<file path="config.mk">
export PLATFORM = sky130hd
export DESIGN_NAME = csb_seq
export DESIGN_NICKNAME = d
export VERILOG_FILES = /design/src/rtl/csb_seq.sv
export SDC_FILE = /design/constraint.sdc
export NUM_CORES = 1
export LEC_CHECK = 0
export CAP_MARGIN = 20
export CORE_ASPECT_RATIO = 0.75
export CORE_MARGIN = 5
export CORE_UTILIZATION = 30
export CTS_BUF_LIST = sky130_fd_sc_hd__clkbuf_8
export DETAILED_ROUTE_END_ITERATION = 7
export PLACE_DENSITY = 0.53
export SLEW_MARGIN = 20
export SYNTH_ARGS = -nofsm -noshare
export SYNTH_HDL_FRONTEND = slang
export SYNTH_SLANG_ARGS = --single-unit
</file>
<file path="constraint.sdc">
create_clock -name clk -period 6.3 [get_ports clk]
set_input_delay 1.26 -clock clk [delete_from_list [all_inputs] [get_ports clk]]
set_output_delay 1.26 -clock clk [all_outputs]
set_load 0.03 [all_outputs]
</file>
<file path="src/rtl/csb_seq.sv">
// csb_seq: command sequencer. Pulls fixed-length command records from a
// first-word-fall-through FIFO, decodes them into layer attributes, checks
// them, dispatches each one to the conv or the pool engine, and counts
// completions against the host-supplied command count before raising irq.
//
// Handshakes:
//   FIFO   : a word is consumed on a rising edge where valid && rd_en.
//            rd_en is combinational and high for every cycle spent in FETCH.
//   Engine : eng_valid[sel] rises when the command is issued and stays high
//            until the one-cycle done pulse eng_ready[sel] is sampled. The
//            ready bit of the engine that was not selected is ignored.
// curr_state exposes the FSM state: IDLE 0, FETCH 1, ISSUE 2, RUN 3,
// DONE 4, ERROR 5.
module csb_seq #(
  parameter int CMD_WORDS = 3,
  parameter int CNT_W     = 7,
  parameter int TMO_W     = 16
) (
  input  logic             clk,
  input  logic             rst_n,
  input  logic             op_en,
  input  logic             irq_clr,
  input  logic [CNT_W-1:0] cmd_size,
  input  logic             valid,
  output logic             rd_en,
  input  logic [31:0]      cmd,
  output logic [2:0]       op_type,
  output logic [3:0]       stride,
  output logic [7:0]       kernel,
  output logic [7:0]       i_side,
  output logic [7:0]       o_side,
  output logic [15:0]      i_channel,
  output logic [15:0]      o_channel,
  output logic [7:0]       kernel_size,
  output logic [15:0]      stride2,
  output logic [1:0]       eng_valid,
  input  logic [1:0]       eng_ready,
  output logic             engine_reset,
  output logic [2:0]       curr_state,
  output logic [CNT_W-1:0] done_count,
  output logic             irq,
  output logic             err,
  output logic [1:0]       err_code
);

  localparam int WW = $clog2(CMD_WORDS);
  localparam logic [WW-1:0] W_LAST = WW'(CMD_WORDS - 1);

  typedef enum logic [2:0] {
    S_IDLE  = 3'd0,
    S_FETCH = 3'd1,
    S_ISSUE = 3'd2,
    S_RUN   = 3'd3,
    S_DONE  = 3'd4,
    S_ERROR = 3'd5
  } state_t;

  state_t             state_q, state_d;
  logic [WW-1:0]      w_q, w_d;
  logic [CNT_W-1:0]   size_q, size_d;
  logic [CNT_W-1:0]   dc_q, dc_d;
  logic [TMO_W-1:0]   wdog_q, wdog_d;
  logic               sel_q, sel_d;
  logic [1:0]         ev_q, ev_d;
  logic               erst_q, erst_d;
  logic               irq_q, irq_d;
  logic               err_q, err_d;
  logic [1:0]         ecode_q, ecode_d;
  logic [2:0]         op_type_q, op_type_d;
  logic [3:0]         stride_q, stride_d;
  logic [7:0]         kernel_q, kernel_d;
  logic [7:0]         i_side_q, i_side_d;
  logic [7:0]         o_side_q, o_side_d;
  logic [15:0]        i_channel_q, i_channel_d;
  logic [15:0]        o_channel_q, o_channel_d;
  logic [7:0]         kernel_size_q, kernel_size_d;
  logic [15:0]        stride2_q, stride2_d;

  // Decode helpers shared by the next-state and output processes.
  logic             op_conv, op_pool, op_ok, geom_bad, eng_done, last_word;
  logic [CNT_W-1:0] cnt_inc;
  logic [TMO_W-1:0] wdog_inc;

  assign op_conv   = (op_type_q == 3'b001);
  assign op_pool   = (op_type_q == 3'b100) || (op_type_q == 3'b101);
  assign op_ok     = op_conv || op_pool;
  assign geom_bad  = (kernel_q == 8'd0) || (stride_q == 4'd0) ||
                     ({4'd0, stride_q} > kernel_q);
  assign eng_done  = eng_ready[sel_q];
  assign last_word = (w_q == W_LAST);
  assign cnt_inc   = dc_q + CNT_W'(1);
  assign wdog_inc  = wdog_q + TMO_W'(1);

  // State register plus all registered outputs and bookkeeping.
  always_ff @(posedge clk or negedge rst_n) begin
    if (!rst_n) begin
      state_q       <= S_IDLE;
      w_q           <= '0;
      size_q        <= '0;
      dc_q          <= '0;
      wdog_q        <= '0;
      sel_q         <= 1'b0;
      ev_q          <= 2'b00;
      erst_q        <= 1'b1;
      irq_q         <= 1'b0;
      err_q         <= 1'b0;
      ecode_q       <= 2'd0;
      op_type_q     <= '0;
      stride_q      <= '0;
      kernel_q      <= '0;
      i_side_q      <= '0;
      o_side_q      <= '0;
      i_channel_q   <= '0;
      o_channel_q   <= '0;
      kernel_size_q <= '0;
      stride2_q     <= '0;
    end else begin
      state_q       <= state_d;
      w_q           <= w_d;
      size_q        <= size_d;
      dc_q          <= dc_d;
      wdog_q        <= wdog_d;
      sel_q         <= sel_d;
      ev_q          <= ev_d;
      erst_q        <= erst_d;
      irq_q         <= irq_d;
      err_q         <= err_d;
      ecode_q       <= ecode_d;
      op_type_q     <= op_type_d;
      stride_q      <= stride_d;
      kernel_q      <= kernel_d;
      i_side_q      <= i_side_d;
      o_side_q      <= o_side_d;
      i_channel_q   <= i_channel_d;
      o_channel_q   <= o_channel_d;
      kernel_size_q <= kernel_size_d;
      stride2_q     <= stride2_d;
    end
  end

  // Next-state logic; ISSUE checks op_type before the geometry.
  always_comb begin
    state_d = state_q;
    case (state_q)
      S_IDLE:  if (op_en) state_d = (cmd_size != '0) ? S_FETCH : S_DONE;
      S_FETCH: if (valid && last_word) state_d = S_ISSUE;
      S_ISSUE: state_d = (!op_ok || geom_bad) ? S_ERROR : S_RUN;
      S_RUN: begin
        if (eng_done)               state_d = (cnt_inc == size_q) ? S_DONE : S_FETCH;
        else if (wdog_inc == '1)    state_d = S_ERROR;
      end
      S_DONE, S_ERROR: if (irq_clr) state_d = S_IDLE;
      default: state_d = S_IDLE;
    endcase
  end

  // Output/datapath logic: field decode, dispatch, counting, irq/err.
  always_comb begin
    w_d           = w_q;
    size_d        = size_q;
    dc_d          = dc_q;
    wdog_d        = wdog_q;
    sel_d         = sel_q;
    ev_d          = ev_q;
    erst_d        = erst_q;
    irq_d         = irq_q;
    err_d         = err_q;
    ecode_d       = ecode_q;
    op_type_d     = op_type_q;
    stride_d      = stride_q;
    kernel_d      = kernel_q;
    i_side_d      = i_side_q;
    o_side_d      = o_side_q;
    i_channel_d   = i_channel_q;
    o_channel_d   = o_channel_q;
    kernel_size_d = kernel_size_q;
    stride2_d     = stride2_q;
    case (state_q)
      S_IDLE: begin
        if (op_en) begin
          size_d = cmd_size;
          // A zero-length job completes immediately without touching the FIFO.
          if (cmd_size == '0) irq_d = 1'b1;
        end
      end
      S_FETCH: begin
        if (valid) begin
          if (w_q == WW'(0)) begin
            op_type_d = cmd[2:0];
            stride_d  = cmd[7:4];
            kernel_d  = cmd[15:8];
            i_side_d  = cmd[23:16];
            o_side_d  = cmd[31:24];
          end else if (w_q == WW'(1)) begin
            i_channel_d = cmd[15:0];
            o_channel_d = cmd[31:16];
          end else if (w_q == WW'(2)) begin
            kernel_size_d = cmd[15:8];
            stride2_d     = cmd[31:16];
          end
          // Words past the third are consumed but carry nothing we keep.
          w_d = last_word ? '0 : w_q + WW'(1);
        end
      end
      S_ISSUE: begin
        if (!op_ok) begin
          irq_d   = 1'b1;
          err_d   = 1'b1;
          ecode_d = 2'd1;
        end else if (geom_bad) begin
          irq_d   = 1'b1;
          err_d   = 1'b1;
          ecode_d = 2'd2;
        end else begin
          sel_d  = op_pool;
          ev_d   = op_pool ? 2'b10 : 2'b01;
          erst_d = 1'b0;
          wdog_d = '0;
        end
      end
      S_RUN: begin
        if (eng_done) begin
          ev_d   = 2'b00;
          erst_d = 1'b1;
          dc_d   = cnt_inc;
          wdog_d = '0;
          if (cnt_inc == size_q) irq_d = 1'b1;
        end else if (wdog_inc == '1) begin
          ev_d    = 2'b00;
          erst_d  = 1'b1;
          wdog_d  = wdog_inc;
          irq_d   = 1'b1;
          err_d   = 1'b1;
          ecode_d = 2'd3;
        end else begin
          wdog_d = wdog_inc;
        end
      end
      S_DONE, S_ERROR: begin
        if (irq_clr) begin
          irq_d   = 1'b0;
          err_d   = 1'b0;
          ecode_d = 2'd0;
          dc_d    = '0;
          wdog_d  = '0;
        end
      end
      default: ;
    endcase
  end

  assign rd_en        = (state_q == S_FETCH);
  assign curr_state   = state_q;
  assign eng_valid    = ev_q;
  assign engine_reset = erst_q;
  assign done_count   = dc_q;
  assign irq          = irq_q;
  assign err          = err_q;
  assign err_code     = ecode_q;
  assign op_type      = op_type_q;
  assign stride       = stride_q;
  assign kernel       = kernel_q;
  assign i_side       = i_side_q;
  assign o_side       = o_side_q;
  assign i_channel    = i_channel_q;
  assign o_channel    = o_channel_q;
  assign kernel_size  = kernel_size_q;
  assign stride2      = stride2_q;

endmodule

</file>
==> flow_summary.json <==
{
  "status": "finished, final reports clean",
  "hold_depth": 1,
  "synth_top_area_cell": "dfrtp_1",
  "clk_pin_slew_ps": 70,
  "ys_ff_latch": 130,
  "crit_required_ps": 5040,
  "ys_warn_count": 0,
  "rows": 44,
  "hpwl_um": 11050,
  "setup_viol": 0,
  "drt-initial-drc-count": 324,
  "ys_top_cells_by_area": "dfrtp_1 55%, mux2_2 17%, o21ai_0 3.9%",
  "grt_pass1_vias": 4522,
  "wire_per_inst_um": 16.87,
  "cp-start-kind": "flop",
  "pin_count": 151,
  "synth_cell_type_count": 53,
  "synth_most_common_cell": "dfrtp_1",
  "cts_tree": "done",
  "fin_crit_sh_pct": 57.16,
  "async_flop_share_pct": 100.0,
  "worstMarginPinSlew_ps": 923.4,
  "cts.sinks": 130,
  "met2_length_um": 6691,
  "cpMaxStageDelayCell": "clkdlybuf4s50_1",
  "maxUsedRoutingLayer": "met4",
  "ant_nets": 0,
  "overflow": 0,
  "drc": 0,
  "holdPathEnd": "i_channel[7]",
  "insertion_delay_ps": 430,
  "timing.rr.end": "irq",
  "cp-end-kind": "primary output",
  "min_period_ps": 3601,
  "r2r_slack_ps": 3710,
  "synth_common_cells": "129 x dfrtp_1, 91 x mux2_2, 46 x o21ai_0",
  "die_y_um": 131.2,
  "drive_gt1_share_pct": 21.16,
  "grt_util_all_layers_pct": 14.00,
  "grt_max_degree": 72,
  "synth_edf_count": 0,
  "numCtsBuffers": 17,
  "netlist_area_mm2": 0.005874,
  "ir_drop_mv": 0.2344,
  "drv_cap": 0,
  "synth_seq_area_share_pct": 55.40,
  "drt-met1-wl_um": 7082,
  "nets": 697,
  "place.gp.congestion": 0.8336,
  "p_total_mw": 4.370,
  "tns_ps": 0,
  "crit_chain": "nor3b_2 > clkdlybuf4s50_1",
  "n_antenna_cell": 0,
  "dr.pass1.iters": 4,
  "root_buffer": "clkbuf_8",
  "syn_nets": 547,
  "clock_path_buffers": 2,
  "cts_setup_buffers": 0,
  "cts_htree_levels": 4,
  "dr_wl_met3_um": 1448,
  "vias_per_cell": 4.812,
  "cp_max_fo": 17,
  "worstPathArrival_ps": 2340,
  "io_buffers": 150,
  "slew_headroom_pct": 38.21,
  "worstHoldPathType": "flop to flop",
  "hold_buffers": 0,
  "n_fill_cell": 1806,
  "hold_violations": 0,
  "core_area_mm2": 0.01932,
  "p_leak_nw": 3.242,
  "syn_avg_cell_area_um2": 11.89,
  "start_util_pct": 30.40,
  "slew_viol_final": 0,
  "antenna_found_initial": 0,
  "cts.repair.resized": 0,
  "wl_um": 15350,
  "syn_to_final_growth_pct": 36.36,
  "rsz0062_at_grt": "no",
  "critPathKind": "flop to primary output",
  "cp_slowest_stage_delay_ps": 760,
  "p_per_area_mw_per_mm2": 545.6,
  "die_area_mm2": 0.02251,
  "regToRegStartpoint": "wdog_q[0]",
  "rr_worst_depth": 8,
  "syn-instance-count": 494,
  "min_from": "i_channel[7]",
  "grt_pass1_wl_um": 25140,
  "synth-main-ff-cell": "dfrtp_1",
  "dr_total_vias": 4379,
  "fmax_mhz": 277.7,
  "fin_skew_ps": 12.52,
  "die_x_um": 171.6,
  "synth_top_area_share_pct": 54.95
}
final cells by class:
cell class,instances,area (um^2),share of cell area (%)
clock buffer,18,247.7,3.093
clock inverter,14,127.6,1.593
inverter,13,48.80,0.6092
multi-input combinational,328,2482,30.99
sequential,130,3254,40.63
tap,253,316.6,3.952
timing repair buffer,154,1533,19.13
cells by family after synthesis:
family	share of synthesized area, %
DFF	55.40
and+or+nand+nor	11.50
muxes	17.61
AOI/OAI and AO/OA	9.244
buffers and inverters	2.513
xor gates and xnor gates	2.236
adders and majority gates	1.491
sequential cells by signal, indices dropped and copies added (netlist names), 4 cells and up:
register and cells:
kernel_size 8, o_side 8, stride2 16, stride 4
size_q 7, done_count 7, i_channel 16, o_channel 16
i_side 8, wdog_q 16, kernel 8
power breakdown:
group          internal, mW  total (mW)  switching, mW
clock                 0.354       0.674          0.320
sequential             1.19        1.47          0.274
combinational          1.01        2.23           1.22
worst max-delay path, delay by kind of cell (launching register included):
kind,cells,cell delay [ps]
AND/OR/NAND/NOR,1,440
buffers and inverters,1,760
flip-flops,1,720
per-stage QoR:
step | util [%] | setup WS (ps) | hold slack (ps) | area (um^2) | cells
floorplan | - | 3599 | 451.2 | 5874 | 494
global placement | 39.49 | 3098 | 481.9 | 7631 | 878
detailed placement | 39.49 | 3042 | 492.6 | 7631 | 878
CTS | 41.43 | 2635 | 510.2 | 8006 | 910
global route | 41.45 | 2558 | 523.2 | 8010 | 910
finish | 41.45 | 2699 | 505.6 | 8010 | 910
how the worst max path moves through the flow:
stage,cells after the start,end,from
finish,2,rd_en,curr_state[0]
global route,2,rd_en,curr_state[0]
CTS,2,rd_en,curr_state[0]
detailed placement,6,irq,eng_ready[1]
global placement,6,irq,eng_ready[1]
floorplan,5,irq,cmd_size[2]
cell usage in the layout (no fill, tap or decap), types with 10 or more instances in the layout:
| cell type | netlist | final |
|---|---|---|
| nand4_1 | 13 | 13 |
| nor2_1 | 24 | 24 |
| dfrtp_1 | 129 | 129 |
| clkbuf_8 | 0 | 18 |
| xnor2_1 | 11 | 11 |
| o21ai_0 | 46 | 46 |
| nand2_1 | 34 | 34 |
| inv_1 | 13 | 19 |
| clkdlybuf4s50_1 | 0 | 149 |
| nand3_1 | 10 | 10 |
| mux2_2 | 91 | 91 |
layer usage:
| metal | track usage [%] | vias up |
|---|---|---|
| met1 | 19.85 | 2157 |
| met5 | 0 | - |
| met2 | 19.73 | 135 |
| met4 | 3.564 | 0 |
| met3 | 5.916 | 7 |
| li1 | - | 2080 |
No activity file was read; power rests on OpenSTA's default activity.
